### config.mk
export PLATFORM = sky130hd
export DESIGN_NAME = gf180mcu_fd_sc_mcu9t5v0__pwr_seq
export DESIGN_NICKNAME = d
export VERILOG_FILES = /design/src/rtl/gf180mcu_fd_sc_mcu9t5v0__pwr_seq.sv
export SDC_FILE = /design/constraint.sdc
export NUM_CORES = 1
export LEC_CHECK = 0
export ABC_CLOCK_PERIOD_IN_PS = 2700
export BUFFER_PORTS_ARGS = -buffer_cell sky130_fd_sc_hd__buf_4
export CAP_MARGIN = 20
export CORE_MARGIN = 2
export CORE_UTILIZATION = 57
export DETAILED_ROUTE_END_ITERATION = 10
export PLACE_DENSITY = 0.86
export SLEW_MARGIN = 20
export SYNTH_ARGS = -nofsm -noshare
export SYNTH_HDL_FRONTEND = slang
export SYNTH_SLANG_ARGS = --single-unit
### constraint.sdc
create_clock -name CLK -period 2.7 [get_ports CLK]
set_clock_uncertainty 0.15 [all_clocks]
set_input_delay 0.27 -clock CLK [delete_from_list [all_inputs] [get_ports CLK]]
set_output_delay 0.27 -clock CLK [all_outputs]
set_load 0.01 [all_outputs]
### src/rtl/gf180mcu_fd_sc_mcu9t5v0__pwr_seq.sv
// -----------------------------------------------------------------------------
// gf180mcu_fd_sc_mcu9t5v0__pwr_seq
//
// Staggered rail-segment enable sequencer. Turns on NSEG switched-rail
// segments one at a time (bit 0 first), spaced by DWELL+1 cycles, raises READY
// once all are on, and powers them down in reverse order when EN drops.
// SEG_EN is always a thermometer code.
//
// Parameters:
//   NSEG     number of rail segments (2..16)
//   DWELL_W  width of the DWELL input / dwell down-counter
//
// Ports:
//   CLK     rising-edge clock
//   RN      asynchronous active-low reset (crash-off: all enables drop at once)
//   EN      rail request level (1 = on, 0 = off)
//   DWELL   extra cycles between segment steps, sampled at every counter load
//   SEG_EN  segment enables, bit 0 first on / last off
//   READY   all segments on and settled
//   BUSY    sequencing in progress (UP or DOWN)
//   ISO     isolation clamp, only when GF180MCU_FD_SC_MCU9T5V0__PWR_SEQ_ISO_EN
//           is defined (reset value 1, low only while settled ON)
//
// Optional feature macro: GF180MCU_FD_SC_MCU9T5V0__PWR_SEQ_ISO_EN
// -----------------------------------------------------------------------------
module gf180mcu_fd_sc_mcu9t5v0__pwr_seq #(
    parameter int NSEG    = 4,
    parameter int DWELL_W = 4
) (
    input  logic               CLK,
    input  logic               RN,
    input  logic               EN,
    input  logic [DWELL_W-1:0] DWELL,
    output logic [NSEG-1:0]    SEG_EN,
`ifdef GF180MCU_FD_SC_MCU9T5V0__PWR_SEQ_ISO_EN
    output logic               ISO,
`endif
    output logic               READY,
    output logic               BUSY
);

    localparam int IW = (NSEG > 1) ? $clog2(NSEG) : 1;
    localparam logic [IW-1:0] LAST = IW'(NSEG - 1);

    typedef enum logic [1:0] {
        S_OFF  = 2'd0,
        S_UP   = 2'd1,
        S_ON   = 2'd2,
        S_DOWN = 2'd3
    } state_t;

    state_t             state;
    logic [IW-1:0]      idx;
    logic [DWELL_W-1:0] cnt;
    logic [IW-1:0]      idx_inc;
    logic [IW-1:0]      idx_dec;

    always_comb begin
        idx_inc = idx + 1'b1;
        idx_dec = idx - 1'b1;
    end

    // In UP/ON, idx points at the highest set segment. In DOWN, idx points at
    // the segment most recently cleared, so an abort re-sets SEG_EN[idx] and
    // the next down-step clears SEG_EN[idx-1].
    always_ff @(posedge CLK or negedge RN) begin
        if (!RN) begin
            state  <= S_OFF;
            SEG_EN <= '0;
            READY  <= 1'b0;
            BUSY   <= 1'b0;
            idx    <= '0;
            cnt    <= '0;
`ifdef GF180MCU_FD_SC_MCU9T5V0__PWR_SEQ_ISO_EN
            ISO    <= 1'b1;
`endif
        end else begin
            case (state)
                S_OFF: begin
                    if (EN) begin
                        state     <= S_UP;
                        BUSY      <= 1'b1;
                        SEG_EN[0] <= 1'b1;
                        idx       <= '0;
                        cnt       <= DWELL;
                    end
                end

                S_UP: begin
                    if (!EN) begin
                        SEG_EN[idx] <= 1'b0;
                        cnt         <= DWELL;
                        // Dropping the last segment lands directly in OFF.
                        if (idx == '0) begin
                            state <= S_OFF;
                            BUSY  <= 1'b0;
                        end else begin
                            state <= S_DOWN;
                        end
                    end else if (cnt != '0) begin
                        cnt <= cnt - 1'b1;
                    end else if (idx != LAST) begin
                        idx             <= idx_inc;
                        SEG_EN[idx_inc] <= 1'b1;
                        cnt             <= DWELL;
                    end else begin
                        state <= S_ON;
                        BUSY  <= 1'b0;
                        READY <= 1'b1;
                    end
                end

                S_ON: begin
                    if (!EN) begin
                        state       <= S_DOWN;
                        BUSY        <= 1'b1;
                        READY       <= 1'b0;
                        SEG_EN[idx] <= 1'b0;
                        cnt         <= DWELL;
`ifdef GF180MCU_FD_SC_MCU9T5V0__PWR_SEQ_ISO_EN
                        ISO         <= 1'b1;
`endif
                    end else begin
`ifdef GF180MCU_FD_SC_MCU9T5V0__PWR_SEQ_ISO_EN
                        // Release the clamp one edge after READY rose.
                        ISO <= 1'b0;
`endif
                    end
                end

                S_DOWN: begin
                    if (EN) begin
                        state       <= S_UP;
                        SEG_EN[idx] <= 1'b1;
                        cnt         <= DWELL;
                    end else if (cnt != '0) begin
                        cnt <= cnt - 1'b1;
                    end else begin
                        idx             <= idx_dec;
                        SEG_EN[idx_dec] <= 1'b0;
                        cnt             <= DWELL;
                        if (idx_dec == '0) begin
                            state <= S_OFF;
                            BUSY  <= 1'b0;
                        end
                    end
                end

                default: begin
                    state <= S_OFF;
                    BUSY  <= 1'b0;
                    READY <= 1'b0;
                end
            endcase
        end
    end

endmodule

==> results.md, run 1 <==
- Status: finished, final reports clean
- Pre-antenna DRT Iters: 4
- Post-Synthesis Cells: 135
- Pleak: 0.522 nW
- Syn avg cell area: 8.16 um^2
- Startpoint Class: flop
- GPL Wtd Cong: 0.858
- Worst path required time: 2740 ps
- Min-delay worst type: input port to flop
- Initial antenna violation count: 0
- Vias: 1096
- Synth warn: 0
- Worst-path clk slew: 90 ps
- Min Tclk post-route: 2260 ps
- Initial Utilization: 62.4%
- Final setup vio count: 0
- Final hold vios: 0
- Full die area: 0.00230 mm^2
- CP Cell Sequence: inv_1, ha_1, or3b_4, o311a_4, or2_4, a221oi_1
- TritonCTS clock tree: built
- EDFF count, synth: 0
- Max frequency: 443 MHz
- Least-Margin Pin Slew: 509 ps
- Design Power: 1.37 mW
- Final TNS setup: 0 ps
- I/O pin total: 13
- Largest area contributor in the netlist: dfrtp_1
- Routed Antenna Nets: 0
- Syn-to-layout area delta: 13.4%
- H-tree Lvls: 1
- N_diodes: 0
- Worst stage delay on the critical path: 420 ps
- Gr usage total: 23.6%
- Max FO, Critical Path: 4
- Final Cycle Share: 83.7%
- Residual DRC: 0
- DP Wirelength: 1840 um
- Clock Sinks: 14
- WS Path Type: flop to flop
- DR WL/cell: 15.2 um
- Yosys reg bits: 14
- GR Overflow Total: 0
- Root buffer cell: clkbuf_4
- CP arrival: 2300 ps
- Max-slew violations: 0
- Worst-Skew Late Latency: 280 ps
- Main synth FF type: dfrtp_1
- Critical Path Sink Type: flop
- CTS Buf Count: 3
- Top-area cell type share of the netlist area: 31.8%
- Final Cell Area: 0.00125 mm^2
- First-pass GRT wire length: 3800 um
- Number of fill cells: 146
- Die height: 48.0 um
- Post-DR vias/cell: 6.49
- Post-Route WL: 2570 um
- Post-Syn Area: 0.00110 mm^2
- Synth cell types: 39
- # nets final: 158
- Iter 0 DRT Violations: 61
- Worst slew margin: 66.0%
- Post-Layout Cell Count: 169
- Vias in the first global route: 883
- Clock Tree Buf Depth: 2
- Largest net degree at the start of global routing: 25
- Rows: 15
- Core Region: 0.00176 mm^2
- Placed insts: 164
- # Max-Cap Violations: 0
- Asr flop ratio synth: 100%
- Share of cells above drive strength 1: 17.4%
- Mapped Nets: 148
- Master of the slowest instance on the critical path: dfrtp_1
- Die X: 48.0 um
- # port buffers: 12
- Placement Cell Area: 0.00120 mm^2
- Sequential share of the synthesized area: 31.8%
- Commonest cells post-synth: 14 x dfrtp_1, 11 x nand2_1, 11 x o21ai_0
- Power density cells: 1100 mW/mm^2
- Area contributors post-synth: dfrtp_1 32%, ha_1 6.8%, o21ai_0 5.0%
- Most frequent cell after synthesis: dfrtp_1
- RSZ-0062 raised after global routing: no
- VDD IR max: 0.684 mV
## worst paths after layout
path,from,slack [ps],cells past startpoint,to
worst max-delay path,cnt[0],440,6,cnt[3]
worst min-delay path,DWELL[0],100,3,cnt[0]
worst max register to register,cnt[0],440,6,cnt[3]
worst min register to register,READY,350,2,READY
max in group asynchronous,RN,2010,2,cnt[0]
min in group asynchronous,RN,220,2,cnt[2]
## placed cells by master, fill, tap and decap left out, drive strengths merged, types with 2 or more instances in the layout
cell and count:
a221oi 2, nor2 7, nor3 5, nand2b 4, nand2 11, o22ai 3
a31oi 3, buf 15, o21a 2, a32oi 2, clkbuf 4, inv 8
dfrtp 14, o21ai 11, mux2i 4, nand4 3, xor2 2, a32o 2
nand3 8, ha 6, a21oi 10
## metal layers
layer  share of wire [%]  wire [um]  track usage [%]
met4                 1.1         29             8.11
met5                   0          0                0
met3                 7.0        179             3.40
met1                  43       1090             29.0
met2                  49       1260             41.9
## area by class of cell
| type | count | area [um^2] | share of cell area, % |
|---|---|---|---|
| multi-input cells | 102 | 678 | 54.3 |
| well taps | 25 | 31.3 | 2.51 |
| flip-flops and latches | 14 | 350 | 28.1 |
| repair buffers | 16 | 123 | 9.82 |
| inverters | 8 | 30.0 | 2.40 |
| clock buffers | 4 | 36.3 | 2.91 |
## registers in the layout (all words and copies together), names as in the netlist, named ones only
name / cells
READY: 1
state: 1
SEG_EN: 4
idx: 2
BUSY: 1
cnt: 4
## worst max-delay path: cells and delay by family, from the launching register on
kind	cells	cell delay [ps]
and+or+nand+nor	2	690
AOI/OAI and AO/OA	2	640
DFF	1	420
adders and majority gates	1	180
buffers and inverters	1	90
## report_power, final
part	switching, mW	total, mW	internal, mW
sequential	0.130	0.431	0.301
combinational	0.438	0.782	0.344
clock	0.0746	0.157	0.0821
## cell families after synthesis
| group | share of synthesized area, % |
|---|---|
| and+or+nand+nor | 20.7 |
| AOI/OAI and AO/OA | 28.9 |
| muxes | 3.64 |
| adders and majority gates | 6.82 |
| xor gates and xnor gates | 1.59 |
| buffers and inverters | 6.59 |
| DFF | 31.8 |
## timing repair
action | 4_1_cts | 5_1_grt
hold buffers | 1 | 0
endpoints found under the hold margin | 14 | 0
gates resized for setup | 0 | 0
setup buffers | 0 | 0
## stage by stage
| stage | util, % | setup WS, ps | hold slack (ps) |
|---|---|---|---|
| 4_1_cts | 70.8 | 441 | 97.1 |
| 3_3_place_gp | 68.2 | 545 | -19.3 |
| 5_1_grt | 70.8 | 358 | 99.6 |
| 6_report | 70.8 | 441 | 103 |
| 3_5_place_dp | 68.2 | 460 | -15.2 |
| 2_1_floorplan | - | 583 | -176 |
No activity file was read; power rests on OpenSTA's default activity.
==> run 2, diff against run 1 <==
--- a/config.mk
+++ b/config.mk
@@ -5,7 +5,7 @@
 export SDC_FILE = /design/constraint.sdc
 export NUM_CORES = 1
 export LEC_CHECK = 0
-export ABC_CLOCK_PERIOD_IN_PS = 2700
+export ABC_CLOCK_PERIOD_IN_PS = 2300
 export BUFFER_PORTS_ARGS = -buffer_cell sky130_fd_sc_hd__buf_4
 export CAP_MARGIN = 20
 export CORE_MARGIN = 2
==> constraint.sdc (replaced) <==
create_clock -name CLK -period 2.3 [get_ports CLK]
set_clock_uncertainty 0.15 [all_clocks]
set_input_delay 0.23 -clock CLK [delete_from_list [all_inputs] [get_ports CLK]]
set_output_delay 0.23 -clock CLK [all_outputs]
set_load 0.01 [all_outputs]
==> results.md, run 2 (synthesized netlist as in run 1, its figures left out) <==
- Die height: 48.0 um (unchanged)
- Core Region: 0.00176 mm^2 (unchanged)
- GPL Wtd Cong: 0.905 (+5.4%)
- # Max-Cap Violations: 0 (unchanged)
- Pre-antenna DRT Iters: 4 (unchanged)
- Residual DRC: 0 (unchanged)
- Critical Path Sink Type: flop
- Flop pwr share: 28.4% (-3.1 points)
- Top Family by Delay on Critical Path: simple AND/OR/NAND/NOR gates
- Most common cell after layout, fill and taps aside: buf_4
- Vias in the first global route: 940 (+6.5%)
- Final hold vios: 0 (unchanged)
- Max FO, Critical Path: 4 (unchanged)
- # port buffers: 12 (unchanged)
- Flop-to-flop setup slack: 60 ps (-380 ps)
- Power density cells: 1290 mW/mm^2 (+18%)
- Internal: 0.871 mW (+20%)
- Vias: 1054 (-3.8%)
- N_diodes: 0 (unchanged)
- Clock Sinks: 14 (unchanged)
- M1 WL: 1130 um (+3.7%)
- Min-delay worst type: input port to flop
- Worst-path clk slew: 90 ps (about the same)
- Uppermost routed layer: met4
- Full die area: 0.00230 mm^2 (unchanged)
- Design Power: 1.63 mW (+19%)
- DP Wirelength: 1780 um (-3.4%)
- Max-slew violations: 0 (unchanged)
- Metal2 WL: 1190 um (-5.5%)
- Status: finished, final reports clean
- Die X: 48.0 um (unchanged)
- Psw: 0.762 mW (+19%)
- Placement Cell Area: 0.00120 mm^2 (unchanged)
- Share of cells above drive strength 1: 18.6% (+1.3 points)
- Startpoint of the worst register-to-register path: cnt[1]
- Crit path launch: cnt[1]
- Worst stage delay on the critical path: 410 ps (about the same)
- Syn-to-layout area delta: 14.7%
- Iter 0 DRT Violations: 27 (-56%)
- Number of fill cells: 159 (+8.9%)
- Post-Route WL: 2500 um (-2.7%)
- Startpoint Class: flop
- Worst slew margin: 76.1% (+10 points)
- WS Path Type: flop to flop
- HP Start: DWELL[0]
- Reg2Reg Depth: 6 (unchanged)
- Worst-Skew Late Latency: 290 ps (about the same)
- VDD IR max: 0.720 mV (+5.3%)
- Master of the slowest instance on the critical path: or3b_4
- TritonCTS clock tree: built
- Final Cycle Share: 97.4% (+14 points)
- Largest net degree at the start of global routing: 25 (unchanged)
- Initial antenna violation count: 0 (unchanged)
- Worst reg2reg endpoint: cnt[2]
- CP arrival: 2280 ps (-20 ps)
- Sw frac: 46.7% (-0.24 points)
- Least-Margin Pin Slew: 358 ps (-151 ps)
- Root buffer cell: clkbuf_4
- Rows: 15 (unchanged)
- Largest regs: SEG_EN (4), cnt (4), idx (2)
- Clock Tree Buf Depth: 2 (unchanged)
- First-pass GRT wire length: 3860 um (+1.5%)
- Final Cell Area: 0.00126 mm^2 (+1.1%)
- Max frequency: 446 MHz (+0.82%)
- I/O pin total: 13 (unchanged)
- Hold path depth: 3 (unchanged)
- Routed Antenna Nets: 0 (unchanged)
- Final setup vio count: 0 (unchanged)
- DR WL/cell: 14.7 um (-3.3%)
- CTS Buf Count: 3 (unchanged)
- # nets final: 159 (+0.63%)
- Combinational power share: 60.2% (+3.1 points)
- Post-DR vias/cell: 6.20 (-4.4%)
- CP Cell Sequence: inv_1, ha_1, or3b_4, o311a_4, or2_4, a221oi_1
- Worst path buffer plus inverter count: 1 (unchanged)
- Pleak: 0.528 nW (+1.2%)
- Worst path required time: 2340 ps (-400 ps)
- GR Overflow Total: 0 (unchanged)
- Most frequent cells in the layout: 16 x buf_4, 14 x dfrtp_1, 11 x o21ai_0, 11 x nand2_1, 10 x a21oi_1
- H-tree Lvls: 1 (unchanged)
- Gr usage total: 24.3% (+0.74 points)
- Min Tclk post-route: 2240 ps (-18.4 ps)
- WHS Endpoint: cnt[0]
- Metal3 WL: 104 um (-42%)
- Clock power frac: 11.4% (about the same)
- Initial Utilization: 62.4% (unchanged)
## run 2: cell count changes in the layout (fill, tap and decap cells not counted), sizes merged
cell / previous run / this run
buf: 15 / 16
## run 2: worst max path at each step
stage | slack, ps | to | cells past startpoint
after global placement | 150 | cnt[3] | 6
after detailed placement | 70 | cnt[3] | 6
final | 60 | cnt[2] | 6
after global routing | -1 | cnt[2] | 6
after floorplan | 180 | cnt[2] | 6
after CTS | 40 | cnt[3] | 6
## run 2: through the flow
stage | TNS, ps | hold WS [ps] | instances | setup slack (ps) | util [%]
3_5_place_dp | 0 | -55.1 | 164 | 66.1 | 68.2
5_1_grt | -1.19 | 85.7 | 170 | -1.19 | 71.6
6_report | 0 | 67.7 | 170 | 59.0 | 71.6
4_1_cts | 0 | 67.0 | 169 | 44.8 | 70.8
3_3_place_gp | 0 | -59.8 | 164 | 147 | 68.2
2_1_floorplan | 0 | -216 | 135 | 183 | -
## run 2: worst reg2reg max path: stages, from the launching register on
cell and delay (ps):
dfrtp_1 380, inv_1 110, ha_1 180, or3b_4 410
o311a_4 380, or2_4 280, a221oi_1 260
## run 2: timing repair
item,CTS,global route
setup endpoints to repair,0,2
gates resized for setup,0,1
hold endpoints to repair,14,0
setup buffers,0,1
hold buffers,1,0
## run 2: routing by layer
layer  global-route usage, %  vias to the layer above
met5                       0                        -
met4                    13.0                        0
met3                    4.15                        9
met2                    40.0                       31
met1                    30.2                      499
li1                        -                      515
## run 2: final cells by class
| type | count | area (um^2) | share of cell area, % |
|---|---|---|---|
| multi-input cells | 102 | 684 | 54.2 |
| flip-flops and latches | 14 | 350 | 27.8 |
| repair buffers | 17 | 130 | 10.3 |
| clock buffers | 4 | 36.3 | 2.87 |
| well taps | 25 | 31.3 | 2.48 |
| inverters | 8 | 30.0 | 2.38 |
## run 2: power by group through the flow
stage / clock, mW / combinational [mW] / sequential (mW)
2_1_floorplan: 0 / 0.724 / 0.445
3_3_place_gp: 0 / 0.899 / 0.460
3_5_place_dp: 0 / 0.942 / 0.471
4_1_cts: 0.187 / 0.948 / 0.464
5_1_grt: 0.201 / 1.08 / 0.482
6_report: 0.186 / 0.984 / 0.463
==> run 3, diff against run 2 <==
--- a/config.mk
+++ b/config.mk
@@ -5,6 +5,7 @@
 export SDC_FILE = /design/constraint.sdc
 export NUM_CORES = 1
 export LEC_CHECK = 0
+export ABC_AREA = 1
 export ABC_CLOCK_PERIOD_IN_PS = 2300
 export BUFFER_PORTS_ARGS = -buffer_cell sky130_fd_sc_hd__buf_4
 export CAP_MARGIN = 20
==> results.md, run 3 <==
- Power density cells: 1440 mW/mm^2 (+12%)
- Top Family by Delay on Critical Path: simple AND/OR/NAND/NOR gates
- Post-Route WL: 2600 um (+4.3%)
- VDD IR max: 0.832 mV (+16%)
- Top-area cell type share of the netlist area: 30.4% (-1.4 points)
- Max-slew violations: 0 (unchanged)
- RSZ-0062 raised after global routing: no
- TritonCTS clock tree: built
- Post-CTS Setup Inserts: 0 (unchanged)
- Startpoint Class: flop
- Worst-Skew Late Latency: 290 ps (about the same)
- Placed insts: 211 (+29%)
- Mapped Nets: 187 (+26%)
- Max FO, Critical Path: 10 (+6)
- Most frequent cell after synthesis: nand2_1
- Syn avg cell area: 6.63 um^2 (-19%)
- Iter 0 DRT Violations: 39 (+44%)
- Asr flop ratio synth: 100% (unchanged)
- Rows: 16 (+1)
- Final Cell Area: 0.00131 mm^2 (+4.1%)
- First-pass GRT wire length: 4510 um (+17%)
- Main synth FF type: dfrtp_1
- Min-delay worst type: input port to flop
- Most common cell after layout, fill and taps aside: nand2_1
- Post-Syn Area: 0.00115 mm^2 (+4.8%)
- Worst stage delay on the critical path: 370 ps (-40 ps)
- I/O pin total: 13 (unchanged)
- DP Wirelength: 2010 um (+13%)
- Core Region: 0.00194 mm^2 (+10%)
- DR WL/cell: 12.1 um (-18%)
- Least-Margin Pin Slew: 345 ps (-13.1 ps)
- Most frequent cells in the layout: 50 x nand2_1, 21 x nand3_1, 19 x o21ai_0, 17 x inv_1
- Yosys reg bits: 14 (unchanged)
- CTS Buf Count: 3 (unchanged)
- Post-Layout Cell Count: 216 (+27%)
- Synth cell types: 24 (-38%)
- CP arrival: 1750 ps (-530 ps)
- Synth warn: 0 (unchanged)
- EDFF count, synth: 0 (unchanged)
- Final setup vio count: 0 (unchanged)
- Largest area contributor in the netlist: dfrtp_1
- Largest net degree at the start of global routing: 18 (-28%)
- Min Tclk post-route: 1710 ps (-527 ps)
- Pleak: 0.704 nW (+33%)
- Post-Synthesis Cells: 174 (+29%)
- Routed Antenna Nets: 0 (unchanged)
- N_diodes: 0 (unchanged)
- Root buffer cell: clkbuf_4
- Clock Tree Buf Depth: 2 (unchanged)
- Pre-antenna DRT Iters: 4 (unchanged)
- Syn-to-layout area delta: 13.9%
- WS Path Type: flop to flop
- Status: finished, final reports clean
- GR Overflow Total: 0 (unchanged)
- Vias: 1168 (+11%)
- Worst path buffer plus inverter count: 2 (+1)
- Share of cells above drive strength 1: 18.0% (-0.63 points)
- Clock Sinks: 14 (unchanged)
- Max frequency: 584 MHz (+31%)
- Initial antenna violation count: 0 (unchanged)
- Final hold vios: 0 (unchanged)
- Worst path required time: 2330 ps (about the same)
- Sequential share of the synthesized area: 30.4% (-1.4 points)
- Final TNS setup: 0 ps (unchanged)
- Worst slew margin: 77.0% (+0.92 points)
- Worst-path clk slew: 100 ps (about the same)
- Final Cycle Share: 74.5% (-23 points)
- Full die area: 0.00240 mm^2 (+4.4%)
- Cts repair resizes: 0 (unchanged)
- CP Cell Sequence: inv_1, ha_1, nand2_1, nand3_4, nand2_1, nor2_2, inv_2, nand2_1, nand2_1
- GPL Wtd Cong: 0.941 (+4.0%)
- Area contributors post-synth: dfrtp_1 30%, nand2_1 16%, nand3_1 9.1%
- Vias in the first global route: 1061 (+13%)
- Placement Cell Area: 0.00127 mm^2 (+5.4%)
- Commonest cells post-synth: 50 x nand2_1, 21 x nand3_1, 19 x o21ai_0
- # Max-Cap Violations: 0 (unchanged)
- Largest regs: SEG_EN (4), cnt (4), idx (2)
- Residual DRC: 0 (unchanged)
- Master of the slowest instance on the critical path: dfrtp_1
- Gr usage total: 23.7% (-0.62 points)
- # port buffers: 12 (unchanged)
- # nets final: 203 (+28%)
- Post-DR vias/cell: 5.41 (-13%)
- Die X: 49.0 um (+2.2%)
- Most common cell on crit path: nand2_1
- Initial Utilization: 59.4% (-3.0 points)
- Critical Path Sink Type: flop
- H-tree Lvls: 1 (unchanged)
- Die height: 49.0 um (+2.2%)
run 3: changes by cell type in the layout (fill, tap and decap cells not counted), moves of 5 or more:
| cell | delta |
|---|---|
| nand2_1 | +39 |
| nand3_1 | +13 |
| inv_1 | +9 |
| o21ai_0 | +8 |
| nor2_1 | +7 |
| a21oi_1 | -6 |
| inv_2 | +5 |
run 3: cells by family after synthesis:
group | synth area share (%)
DFF | 30.4
AOI/OAI and AO/OA | 13.6
xor gates and xnor gates | 0.759
adders and majority gates | 6.51
buffers and inverters | 8.89
and+or+nand+nor | 39.9
run 3: cell type report:
| type | count | area (um^2) |
|---|---|---|
| clock buffer | 4 | 36.3 |
| fill | 178 | 628 |
| inverter | 24 | 92.6 |
| multi-input combinational | 134 | 701 |
| sequential | 14 | 350 |
| tap | 27 | 33.8 |
| timing repair buffer | 13 | 100 |
run 3: worst paths after layout:
| kind | startpoint | to | slack, ps | depth (start not counted) |
|---|---|---|---|---|
| min reg2reg | cnt[2] | cnt[2] | 370 | 2 |
| min in group asynchronous | RN | SEG_EN[3] | 170 | 2 |
| max in group asynchronous | RN | state[0] | 1650 | 2 |
| min | DWELL[0] | cnt[0] | 100 | 5 |
| max | cnt[0] | SEG_EN[2] | 590 | 9 |
| max reg2reg | cnt[0] | SEG_EN[2] | 590 | 9 |
run 3: per-layer routing:
metal / global-route usage [%] / share of wire [%]
met5: 0 / 0
met4: 7.62 / 1.9
met3: 2.15 / 3.2
met2: 41.3 / 49
met1: 31.0 / 46
run 3: stage by stage:
step	util [%]	power, mW	worst slack (ps)	hold slack (ps)
final	67.7	1.90	586	102
after global routing	67.7	2.11	391	142
after CTS	67.7	1.88	589	110
after detailed placement	65.3	1.69	608	-58.4
after global placement	65.3	1.65	640	-58.8
after floorplan	-	1.39	798	-216
run 3: worst min-delay path, stage by stage:
cell,delay [ps]
buf_4,80
nand2_1,40
nand3_1,70
nand2_1,50
inv_1,40
run 3: report_power, final:
| group | internal, mW | switching [mW] |
|---|---|---|
| logic | 0.435 | 0.777 |
| registers | 0.366 | 0.134 |
| clock network | 0.0964 | 0.0886 |
run 3: what timing repair did:
action	in CTS	in global routing
hold buffers	1	0
endpoints found under the setup margin	0	0
endpoints found under the hold margin	14	0
